## src/rtl/sar_pkg.sv

```systemverilog
// Shared types and default sizing for the successive-approximation searcher.
package sar_pkg;

  typedef enum logic [1:0] {
    IDLE   = 2'd0,
    SEARCH = 2'd1,
    DONE   = 2'd2
  } sar_state_e;

  localparam int SAR_WIDTH = 8;
  localparam int SAR_CNT_W = 4;

endpackage : sar_pkg

```

## src/rtl/sar_search.sv

```systemverilog
// Binary-searches a target held on the comparator's b input, one bit per clock.
// Optional build macro SAR_SEARCH_PROTOCOL_CHECK_EN adds a sticky err output for non-one-hot flags.
module sar_search
  import sar_pkg::*;
#(
  parameter int WIDTH = SAR_WIDTH,
  parameter int CNT_W = SAR_CNT_W
) (
  input  logic             clk,
  input  logic             rst_n,
  input  logic             start,
  output logic [WIDTH-1:0] guess,
  input  logic             gt,
  input  logic             eq,
  input  logic             lt,
  output logic             busy,
  output logic             done,
  output logic [WIDTH-1:0] result,
  output logic [CNT_W-1:0] steps
`ifdef SAR_SEARCH_PROTOCOL_CHECK_EN
  ,
  output logic             err
`endif
);

  sar_state_e       state_q, state_d;
  logic [WIDTH-1:0] acc_q, acc_d;
  logic [CNT_W-1:0] k_q;
  logic [CNT_W-1:0] steps_q;
  logic [WIDTH-1:0] result_q;
  logic [WIDTH-1:0] trial;
  logic             takeBit;
  logic             lastBit;
  logic             flagsBad;

  assign trial   = acc_q | ({{(WIDTH-1){1'b0}}, 1'b1} << k_q);
  assign lastBit = (k_q == '0);
  // A clear gt means the target is at or above the trial; no flag at all counts as lt.
  assign takeBit = !gt && (lt || !eq);
  assign acc_d   = takeBit ? trial : acc_q;

`ifdef SAR_SEARCH_PROTOCOL_CHECK_EN
  assign flagsBad = ({1'b0, gt} + {1'b0, eq} + {1'b0, lt}) != 2'd1;
`else
  assign flagsBad = 1'b0;
`endif

  always_ff @(posedge clk or negedge rst_n) begin
    if (!rst_n) state_q <= IDLE;
    else        state_q <= state_d;
  end

  always_comb begin
    state_d = state_q;
    unique case (state_q)
      IDLE:    if (start) state_d = SEARCH;
      SEARCH: begin
        if (flagsBad)          state_d = IDLE;
        else if (eq || lastBit) state_d = DONE;
      end
      DONE:    state_d = IDLE;
      default: state_d = IDLE;
    endcase
  end

  always_comb begin
    guess = '0;
    busy  = 1'b0;
    done  = 1'b0;
    unique case (state_q)
      SEARCH: begin
        guess = trial;
        busy  = 1'b1;
      end
      DONE:    done = 1'b1;
      default: ;
    endcase
  end

  always_ff @(posedge clk or negedge rst_n) begin
    if (!rst_n) begin
      acc_q    <= '0;
      k_q      <= CNT_W'(WIDTH - 1);
      steps_q  <= '0;
      result_q <= '0;
    end else begin
      if (state_q == IDLE && start) begin
        acc_q   <= '0;
        k_q     <= CNT_W'(WIDTH - 1);
        steps_q <= '0;
      end else if (state_q == SEARCH) begin
        steps_q <= steps_q + 1'b1;
        if (!flagsBad) begin
          if (eq) begin
            result_q <= trial;
          end else begin
            acc_q <= acc_d;
            if (lastBit) result_q <= acc_d;
            else         k_q      <= k_q - 1'b1;
          end
        end
      end
    end
  end

`ifdef SAR_SEARCH_PROTOCOL_CHECK_EN
  logic err_q;

  always_ff @(posedge clk or negedge rst_n) begin
    if (!rst_n)                            err_q <= 1'b0;
    else if (state_q == SEARCH && flagsBad) err_q <= 1'b1;
  end

  assign err = err_q;
`endif

  assign result = result_q;
  assign steps  = steps_q;

endmodule : sar_search
```

## config.mk

```make
export PLATFORM = sky130hd
export DESIGN_NAME = sar_search
export DESIGN_NICKNAME = d
export VERILOG_FILES = /design/src/rtl/sar_pkg.sv /design/src/rtl/sar_search.sv
export SDC_FILE = /design/constraint.sdc
export NUM_CORES = 1
export LEC_CHECK = 0
export CAP_MARGIN = 20
export CORE_MARGIN = 2
export CORE_UTILIZATION = 45
export CTS_CLUSTER_DIAMETER = 40
export DETAILED_ROUTE_END_ITERATION = 12
export GPL_ROUTABILITY_DRIVEN = 0
export GPL_TIMING_DRIVEN = 0
export PLACE_DENSITY = 0.74
export SYNTH_ARGS = -nofsm -noshare
export SYNTH_HDL_FRONTEND = slang
export SYNTH_SLANG_ARGS = --single-unit
```

## constraint.sdc

```tcl
create_clock -name clk -period 1.7 [get_ports clk]
set_input_delay 0.17 -clock clk [delete_from_list [all_inputs] [get_ports clk]]
set_output_delay 0.17 -clock clk [all_outputs]
set_load 0.02 [all_outputs]
```

# After elaboration in Yosys (flattened, before gate mapping)
# Index checks and enable logic that the tools add are counted.
op_classes:
  add_sub_neg: 2
  eq_ne: 6
  shift: 1
  mux: 18
  bitwise_logic: 2
  n_reduce_logical: 14
op_table:
  columns: ["operator", "n"]
  rows:
  - ["8-bit two-way mux", 7]
  - ["4-bit two-way mux", 6]
  - ["8-bit bitwise OR", 1]
  - ["1-bit by 4-bit << shifter with 8-bit output, first input constant", 1]
  - ["3-bit AND reduction", 2]
  - ["4-bit by 1-bit adder with 4-bit output, second input constant", 1]
  - ["4-bit logical NOT", 1]
  - ["2-bit two-way mux", 2]
  - ["2-bit by 1-bit inequality test with 1-bit output, second input constant", 2]
  - ["2-bit inequality test, second input constant", 2]
  - ["2-bit case mux with 2 select lines", 1]
  - ["2-bit AND reduction", 2]
  - ["2-bit nonzero test", 2]
  - ["4-bit by 1-bit subtractor with 4-bit output, second input constant", 1]
  - ["2-bit by 1-bit equality test with 1-bit output, second input constant", 1]
  - ["2-bit equality test, second input constant", 1]
  - ["1-bit logical AND", 2]
  - ["1-bit logical NOT", 2]
  - ["2-bit logical NOT", 1]
  - ["1-bit logical OR", 2]
  - ["1-bit two-way mux", 2]
  - ["1-bit inverter", 1]
totals:
  ff_bits: 26
  out_inout_bits: 22
  elab_cells: 48

# Longest topological paths before layout
# Gate-level depths: netlist (run 1).
logic_depth:
  word_depth: 7
  mapped_depth: 6
  ltp_nobuf: 5

# Least setup slack after synthesis (run 1)
# Ideal clock, no wire load.
synth_path:
  path_type: "register to register"
  start: "reg k_q[0]"
  end: "reg result_q[1] (netlist: result[1])"
  setup_ns: 0.079
  t_arrival_ns: 1.581
  required_time_ns: 1.621
  slack_ns: 0.040
  path_stages_with_launch: 6
  path_buffers: 0
  path_cell_list: "dfstp_2 -> inv_1 -> ha_1 -> nor3b_2 -> o21ai_2 -> mux2i_1"
synth_via:
  elab_chain_len: 5
  word_cells_on_any_way: 8
  classes_between: "shift (1); mux (3); bitwise (1); reduce/logical (3)"
synth_lines:
  columns: ["element", "line", "text"]
  rows:
  - ["start, declared", "sar_search.sv:28", "logic [CNT_W-1:0] k_q;"]
  - ["start signal, assigned", "sar_search.sv:83", "k_q <= CNT_W'(WIDTH - 1);"]
  - ["start signal, assigned", "sar_search.sv:89", "k_q <= CNT_W'(WIDTH - 1);"]
  - ["start signal, assigned", "sar_search.sv:99", "else k_q <= k_q - 1'b1;"]
  - ["1-bit by 4-bit << shifter with 8-bit output", "sar_search.sv:36", "assign trial = acc_q | ({{(WIDTH-1){1'b0}}, 1'b1} << k_q);"]
  - ["8-bit bitwise OR", "sar_search.sv:36", null]
  - ["8-bit two-way mux", "sar_search.sv:40", "assign acc_d = takeBit ? trial : acc_q;"]
  - ["8-bit two-way mux", "sar_search.sv:98", "if (lastBit) result_q <= acc_d;"]
  - ["8-bit two-way mux", "sar_search.sv:94", "if (eq) begin"]
  - ["end signal, assigned", "sar_search.sv:95", "result_q <= trial;"]
  - ["end, declared", "sar_search.sv:30", "logic [WIDTH-1:0] result_q;"]
# Several ways; a longest one is shown, not always the timed one. The select of a mux whose other input is x is not followed.
# A chain may end at the register's enable or synchronous reset.

# Final worst setup path (run 1)
layout_path:
  start: "reg k_q[1]"
  end: "out guess[0]"
layout_via:
  elab_chain_len: 3
layout_lines:
  columns: ["element", "line", "text"]
  rows:
  - ["1-bit by 4-bit << shifter with 8-bit output", "sar_search.sv:36", null]
  - ["8-bit bitwise OR", "sar_search.sv:36", null]
  - ["8-bit two-way mux", "sar_search.sv:70", "unique case (state_q)"]
  - ["end, declared", "sar_search.sv:12", "output logic [WIDTH-1:0] guess,"]
# Every way passes these cells.

==> results.cfg, run 1 <==
[synthesis]
synth-seq-area-share = 0.484
synth-edff-count = 0
synthDistinctLibCells = 32
yosysTopAreaCellShare = 0.426
yosys_warnings = 0
syn-num-nets = 140
netlist_instances = 128
synth_area_leaders = dfrtp_1 (43%), mux2i_1 (6.7%), dfstp_2 (5.8%)
synthArstFlopShare = 1.00
avgSynthCellArea_um2 = 10.6
ys_ff_latch = 26
syn-cell-area_um2 = 1350
yosysTopAreaCell = dfrtp_1
ys_dominant_reg_cell = dfrtp_1

[global_routing]
grt_pass1_wl_mm = 5.11
antenna_found_initial = 0
grt.overflow.total = 0
grt_max_degree = 19
grt_pass1_vias = 1093
grtUsageTotal = 0.197

[clocking]
clock_latency_ns = 0.33
h-tree-depth = 1
clk_pin_slew_ns = 0.16
hold_buffers = 0
cts_made_buffers = 3
cts_sinks = 26
root_buffer = clkbuf_4
cts_tree = yes
ctsLongestPathBuffers = 2

[setup_path]
cp_num_buf_inv = 2
endpoint_kind = primary output
critical_path.cell_chain = inv_4, ha_4, nor3b_4, nor2_1, nor2_1, buf_2
critPathLaunchType = register
crit_required_ns = 1.53
cp_data_arrival_time_ns = 1.59
cpPeakStageDelay_ns = 0.58
crit_type = reg2out
worst_path_most_repeated_cell = nor2_1
slowest_stage = dfstp_2
path_max_fanout = 4
critical_path.top_delay_family = flip-flops

[routing]
drt_pass1_iterations = 4
drc = 0
totalWireLength_mm = 3.17
via_per_inst = 5.63
wl_per_cell_um = 15.9
vias = 1126
antenna_left = 0
drt-initial-drc-count = 59

[power_and_ir_drop]
leakage_uw = 0.000891
irDropWorstVdd_v = 0.000660
p_per_area_nw_per_um2 = 1290

[place]
dpl_worst_slack_ns = -0.285
dp_cells = 186
port_buffers = 26
dp_hpwl_mm = 2.15
place_area_um2 = 1680

[layout]
final_common_cell = dfrtp_1
final_cell_mix = dfrtp_1 (21), buf_4 (17), clkdlybuf4s50_1 (16), nor2_1 (10)
syn2layout_area_growth_pct = 42.0
final_area_um2 = 1920
stdcell_count = 200
drive_gt1_frac = 0.314
antenna_cells = 0
nets = 182
final_core_util = 0.684

[timing]
fin_crit_ns = 1.76
fin_tns_setup_ns = -0.0911
final-hold-violation-count = 0
max_freq_ghz = 0.570
rsz0062_at_grt = true
tightest_slew_ns = 0.522
slew_viol_final = 0
timing.final.crit_share = 1.03
slew_headroom = 0.651
setup_viol = 6
fin_ws_ns = -0.0556
clock_skew_ns = 0.0179

[die]
die_area_um2 = 3460
chipWidth_um = 58.8
num_rows = 19
start_util = 0.482
die_h_um = 58.8
pin_count = 28
core_area_um2 = 2810

[outcome]
violations = negative setup slack
status = complete, but fails checks

[flow_run]
max_cap_violations = 0

[worst_hold_path]
hold_path_class = in2async
[cells in the mapped netlist (4+ instances only)]
library cell,n
ha_1,6
a22o_1,5
mux2i_1,9
nand2b_1,4
nand2_1,4
dfrtp_1,23
inv_1,12
o21ai_1,4
a31oi_1,5
nor2_1,11
a21oi_1,11
[logic make-up (layout without fill, tap and decap cells)]
| kind of cell | Yosys count | count (layout) | synth area share |
|---|---|---|---|
| compound gates | 33 | 33 | 0.162 |
| fa+ha+maj | 6 | 6 | 0.0556 |
| buf+inv | 17 | 58 | 0.0611 |
| flops | 26 | 26 | 0.484 |
| mux | 9 | 9 | 0.0667 |
| simple gates | 37 | 37 | 0.170 |
[timing repair]
action                                 in CTS  in global routing
gates cloned                                0                  0
setup endpoints to repair                  18                 17
gates resized for setup                    61                 11
endpoints found under the hold margin       0                  0
pin swaps                                   2                  3
setup buffers                               8                  3
[worst register-to-register path: cells and delay by family, from the launching register on]
| kind | cells | cell delay, ns |
|---|---|---|
| adder cells (fa/ha/maj) | 1 | 0.17 |
| multiplexers | 1 | 0.19 |
| flip-flops | 1 | 0.58 |
| buffers and inverters | 3 | 0.33 |
| AO/OA/AOI/OAI | 1 | 0.14 |
| AND/OR/NAND/NOR | 1 | 0.16 |
[metrics by stage]
step                power [uW]  hold slack (ns)
finish                    2470            0.156
global route              2620            0.179
CTS                       2400            0.171
detailed placement        1790            0.468
global placement          1740            0.461
floorplan                 1410           -0.126
[power breakdown]
part / total [uW] / internal [uW] / switching, uW
Clock: 434 / 239 / 195
Sequential: 872 / 758 / 114
Combinational: 1170 / 574 / 591
Total: 2470 / 1570 / 901
[flip-flops by register name, indices dropped and copies added, names as in the netlist]
register,count
state_q,2
steps,4
result,8
acc_q,8
k_q,4
[worst paths after layout]
path	from	endpoint	slack [ns]	depth (start not counted)
worst min register to register	steps[3]	steps[3]	0.48	1
max in group asynchronous	rst_n	k_q[2]	1.00	2
worst min-delay path	rst_n	k_q[3]	0.16	1
min in group clk	start	state_q[0]	0.47	3
worst max register to register	k_q[1]	result[4]	0.07	7
worst max-delay path	k_q[1]	guess[0]	-0.06	6
[per-layer routing]
metal | vias to the layer above | track usage | part of all wire
li1 | 535 | - | -
met1 | 556 | 0.254 | 0.44
met2 | 31 | 0.332 | 0.51
met3 | 4 | 0.0286 | 0.035
met4 | 0 | 0.0779 | 0.015
met5 | - | 0 | 0
[layout make-up]
| cell class | instances | area (um^2) |
|---|---|---|
| timing repair buffer | 38 | 364 |
| clock buffer | 3 | 22.5 |
| inverter | 12 | 50.0 |
| fill | 196 | 886 |
| sequential | 26 | 657 |
| buffer | 4 | 35.0 |
| clock inverter | 1 | 30.0 |
| tap | 31 | 38.8 |
| multi-input combinational | 85 | 722 |
Power figures use the tool's default switching activity.
==> run 2, diff against run 1 <==
- CORE_MARGIN: 2 -> default
- RECOVER_POWER: default -> 25
==> results.cfg, run 2 (synthesis results as in run 1) <==
[outcome]
status = complete, but fails checks
violations = design-rule violations, negative setup slack

[setup_path]
rr_worst_depth = 7
crit_type = reg2out
cp_data_arrival_time_ns = 1.64
cpPeakStageDelay_ns = 0.61
setup.worst_path.start = k_q[0]
r2r-end = result[4]
crit_end = guess[6]
reg2reg_slack_ns = -0.05
cp_num_buf_inv = 3
critical_path.cell_chain = inv_4, buf_12, ha_4, a21oi_4, nor2_1, buf_4
endpoint_kind = primary output
critical_path.top_delay_family = flip-flops
cp.depth = 6
critPathLaunchType = register
crit_required_ns = 1.53
r2r-start = k_q[1]
path_max_fanout = 5
slowest_stage = dfstp_2

[die]
start_util = 0.482
die_area_um2 = 3230
core_area_um2 = 2810
die_h_um = 56.8
num_rows = 19
chipWidth_um = 56.8
pin_count = 28

[clocking]
ctsLongestPathBuffers = 2
clk_pin_slew_ns = 0.15
clock_latency_ns = 0.32
cts_tree = yes
cts_made_buffers = 3
root_buffer = clkbuf_4
cts_sinks = 26
h-tree-depth = 1

[global_routing]
grt_pass1_vias = 1198
grt.overflow.total = 0
grt_pass1_wl_mm = 5.63
antenna_found_initial = 0
grt_max_degree = 19
grtUsageTotal = 0.230

[power_and_ir_drop]
irDropWorstVdd_v = 0.000646
p_per_area_nw_per_um2 = 1280
leakage_uw = 0.000934

[timing]
fin_ws_ns = -0.110
tightest_slew_ns = 0.836
slew_headroom = 0.443
final-hold-violation-count = 0
slew_viol_final = 0
setup_viol = 13
rsz0062_at_grt = true
fin_crit_ns = 1.81
fin_tns_setup_ns = -0.621
clock_skew_ns = 0.00770
timing.final.crit_share = 1.06
max_freq_ghz = 0.552

[routing]
totalWireLength_mm = 3.40
vias = 1177
via_per_inst = 5.71
highest_layer = met4
drt-initial-drc-count = 23
wl_per_cell_um = 16.5
drt_pass1_iterations = 8
wl_met2_mm = 1.81
drc = 6
wl_met1_mm = 1.39
antenna_left = 0
wl_met3_um = 113

[place]
place_area_um2 = 1680
dpl_worst_slack_ns = -0.284
port_buffers = 26
dp_hpwl_mm = 2.10

[layout]
final_cell_mix = dfrtp_1 (23), buf_4 (19), clkdlybuf4s50_1 (15)
nets = 188
syn2layout_area_growth_pct = 46.7
multiInputGateArea_um2 = 737
fill_cells = 195
drive_gt1_frac = 0.337
register_area_um2 = 654
final_common_cell = dfrtp_1
antenna_cells = 0
final_area_um2 = 1980

[worst_hold_path]
hold_path_class = in2async

[flow_run]
max_cap_violations = 0
[run 2: cell count changes in the layout (fill, tap and decap cells not counted), sizes merged]
cell           delta
dlygate4sd3       +1
clkbuf            +1
buf               +4
clkdlybuf4s50     -1
dlymetal6s4s      +1
[run 2: area by class of cell]
| class | instances | share of cell area |
|---|---|---|
| inverters | 12 | 0.0240 |
| multi-input cells | 85 | 0.372 |
| well taps | 31 | 0.0196 |
| clock inverters | 1 | 0.0152 |
| flip-flops and latches | 26 | 0.330 |
| clock buffers | 3 | 0.0114 |
| plain buffers | 5 | 0.0215 |
| repair buffers | 43 | 0.206 |
[run 2: stage by stage]
stage               hold slack [ns]  instances  total power (uW)   util
detailed placement            0.477        186              1780  0.598
global placement              0.459        185              1740  0.588
floorplan                    -0.126        128              1410      -
CTS                           0.195        203              2380  0.678
global route                  0.212        206              2680  0.707
finish                        0.205        206              2530  0.707
[run 2: layer usage]
| layer | global-route usage | vias to the layer above |
|---|---|---|
| met5 | 0 | - |
| met2 | 0.393 | 33 |
| met3 | 0.0276 | 7 |
| met1 | 0.286 | 590 |
| li1 | - | 547 |
| met4 | 0.115 | 0 |
[run 2: repair_timing]
action | CTS | global route
gates resized for setup | 64 | 8
pin swaps | 3 | 5
cloned | 0 | 0
endpoints found under the setup margin | 18 | 18
buffers inserted | 13 | 3
hold buffers | 0 | 0
[run 2: where the power goes]
part	switching [uW]	internal (uW)
combinational	620	621
clock	183	238
sequential	111	757
[run 2: worst min-delay path by stage]
stage	startpoint	end	slack [ns]
3_5_place_dp	steps[3]	steps[3]	0.48
5_1_grt	rst_n	k_q[3]	0.21
2_1_floorplan	rst_n	acc_q[0]	-0.13
3_3_place_gp	steps[3]	steps[3]	0.46
6_report	rst_n	k_q[3]	0.20
4_1_cts	rst_n	k_q[3]	0.20
==> run 3, diff against run 2 <==
- CORE_UTILIZATION: 45 -> 55
- DONT_BUFFER_PORTS: default -> 1
- PLACE_DENSITY: 0.74 -> 0.73
- SKIP_LAST_GASP: default -> 1
==> results.cfg, run 3 (synthesis results as in run 1) <==
[timing]
timing.final.crit_share = 1.02
max_freq_ghz = 0.577
tightest_slew_ns = 1.17
rsz0062_at_grt = true
clock_skew_ns = 0.00342
final-hold-violation-count = 0
slew_viol_final = 0
fin_ws_ns = -0.0338
fin_crit_ns = 1.73
slew_headroom = 0.220
setup_viol = 3

[clocking]
ctsLongestPathBuffers = 2
root_buffer = clkbuf_4
cts_sinks = 26
cts_tree = yes
h-tree-depth = 1
clk_pin_slew_ns = 0.14
clock_latency_ns = 0.32
cts_made_buffers = 3

[routing]
drt-initial-drc-count = 16
via_per_inst = 6.00
wl_met1_mm = 1.34
antenna_left = 0
highest_layer = met4
drc = 0
wl_met2_mm = 1.47
vias = 1014
wl_met3_um = 70
wl_per_cell_um = 17.2
totalWireLength_mm = 2.91
drt_pass1_iterations = 4

[layout]
fill_cells = 157
final_common_cell = dfrtp_1
final_area_um2 = 1680
final_core_util = 0.745
drive_gt1_frac = 0.298
nets = 154
register_area_um2 = 654
antenna_cells = 0
syn2layout_area_growth_pct = 24.4
multiInputGateArea_um2 = 761
final_cell_mix = dfrtp_1 (23), inv_1 (10), nor2_4 (9), mux2i_1 (9), a21oi_1 (7)

[power_and_ir_drop]
swShare = 0.399
p_clk_frac = 0.193
pwr-share-seq = 0.440
power_frac_comb = 0.367
irDropWorstVdd_v = 0.00102
internal_power_uw = 1330
p_per_area_nw_per_um2 = 1320
p_switching_uw = 882
leakage_uw = 0.000772

[setup_path]
crit_required_ns = 1.53
critical_path.cell_chain = inv_2, ha_4, a21oi_1, nor2_4
slowest_stage = dfstp_2
cp_num_buf_inv = 1
critPathLaunchType = register
critical_path.top_delay_family = flip-flops
cpPeakStageDelay_ns = 0.60
cp_data_arrival_time_ns = 1.56
path_max_fanout = 5
crit_type = reg2out
endpoint_kind = primary output

[global_routing]
grt_pass1_vias = 1011
grtUsageTotal = 0.235
grt_max_degree = 27
grt.overflow.total = 0
antenna_found_initial = 0
grt_pass1_wl_mm = 4.57

[place]
place_area_um2 = 1390
dp_hpwl_mm = 1.80
port_buffers = 0

[worst_hold_path]
hold_path_class = in2reg

[die]
die_h_um = 51.6
die_area_um2 = 2660
chipWidth_um = 51.6
pin_count = 28
num_rows = 17
start_util = 0.599
core_area_um2 = 2250

[outcome]
status = complete, but fails checks
violations = negative setup slack

[flow_run]
max_cap_violations = 0
==> run 3: changes by cell type in the layout (fill, tap and decap cells not counted), sizes merged <==
cell,change
buf,-18
clkdlybuf4s15,-1
clkbuf,-1
dlygate4sd2,-1
dlygate4sd3,+2
clkdlybuf4s50,-15
==> run 3: what timing repair did <==
item / 4_1_cts / 5_1_grt
setup endpoints to repair: 16 / 11
endpoints found under the hold margin: 28 / 0
resized for setup: 19 / 19
pin swaps: 3 / 4
setup buffers: 3 / 2
hold buffers: 4 / 0
==> run 3: power groups by stage <==
stage	sequential [uW]	clock [uW]	combinational, uW
finish	972	427	811
global route	988	453	875
CTS	962	427	664
detailed placement	976	0	558
global placement	969	0	538
floorplan	950	0	460
==> run 3: routing by layer <==
layer,vias to the layer above,GRT usage
li1,480,-
met3,4,0.0322
met5,-,0
met4,0,0.113
met1,513,0.305
met2,17,0.385
==> run 3: tightest hold or removal path, delay by kind of cell <==
family	cells	cell delay, ns
AOI/OAI and AO/OA	2	0.13
and+or+nand+nor	1	0.07
==> run 3: area by class of cell <==
class	instances	share of cell area
flip-flops and latches	26	0.389
inverters	12	0.0268
clock inverters	1	0.0179
plain buffers	5	0.0238
multi-input cells	85	0.453
repair buffers	9	0.0551
well taps	28	0.0208
clock buffers	3	0.0134
==> run 3: per-stage QoR <==
step	worst slack, ns	hold slack [ns]	std cells	setup TNS, ns	total power (uW)
final	-0.0338	0.0766	169	-0.0683	2210
after global routing	-0.111	0.0957	169	-0.444	2320
after CTS	-0.0469	0.0514	167	-0.108	2050
after detailed placement	-0.196	-0.125	156	-1.35	1530
after global placement	-0.167	-0.125	156	-1.06	1510
after floorplan	0.0395	-0.126	128	0	1410
==> run 3: path summary, 6_finish.rpt <==
path                       cells after the start  slack (ns)   endpoint      from
max                                            4       -0.03   guess[4]    k_q[1]
min                                            3        0.08   steps[0]     start
max reg2reg                                    6        0.07     k_q[2]    k_q[1]
min reg2reg                                    1        0.53   acc_q[7]  acc_q[7]
max in group asynchronous                      2        0.30  result[1]     rst_n
min in group asynchronous                      2        0.71   steps[0]     rst_n
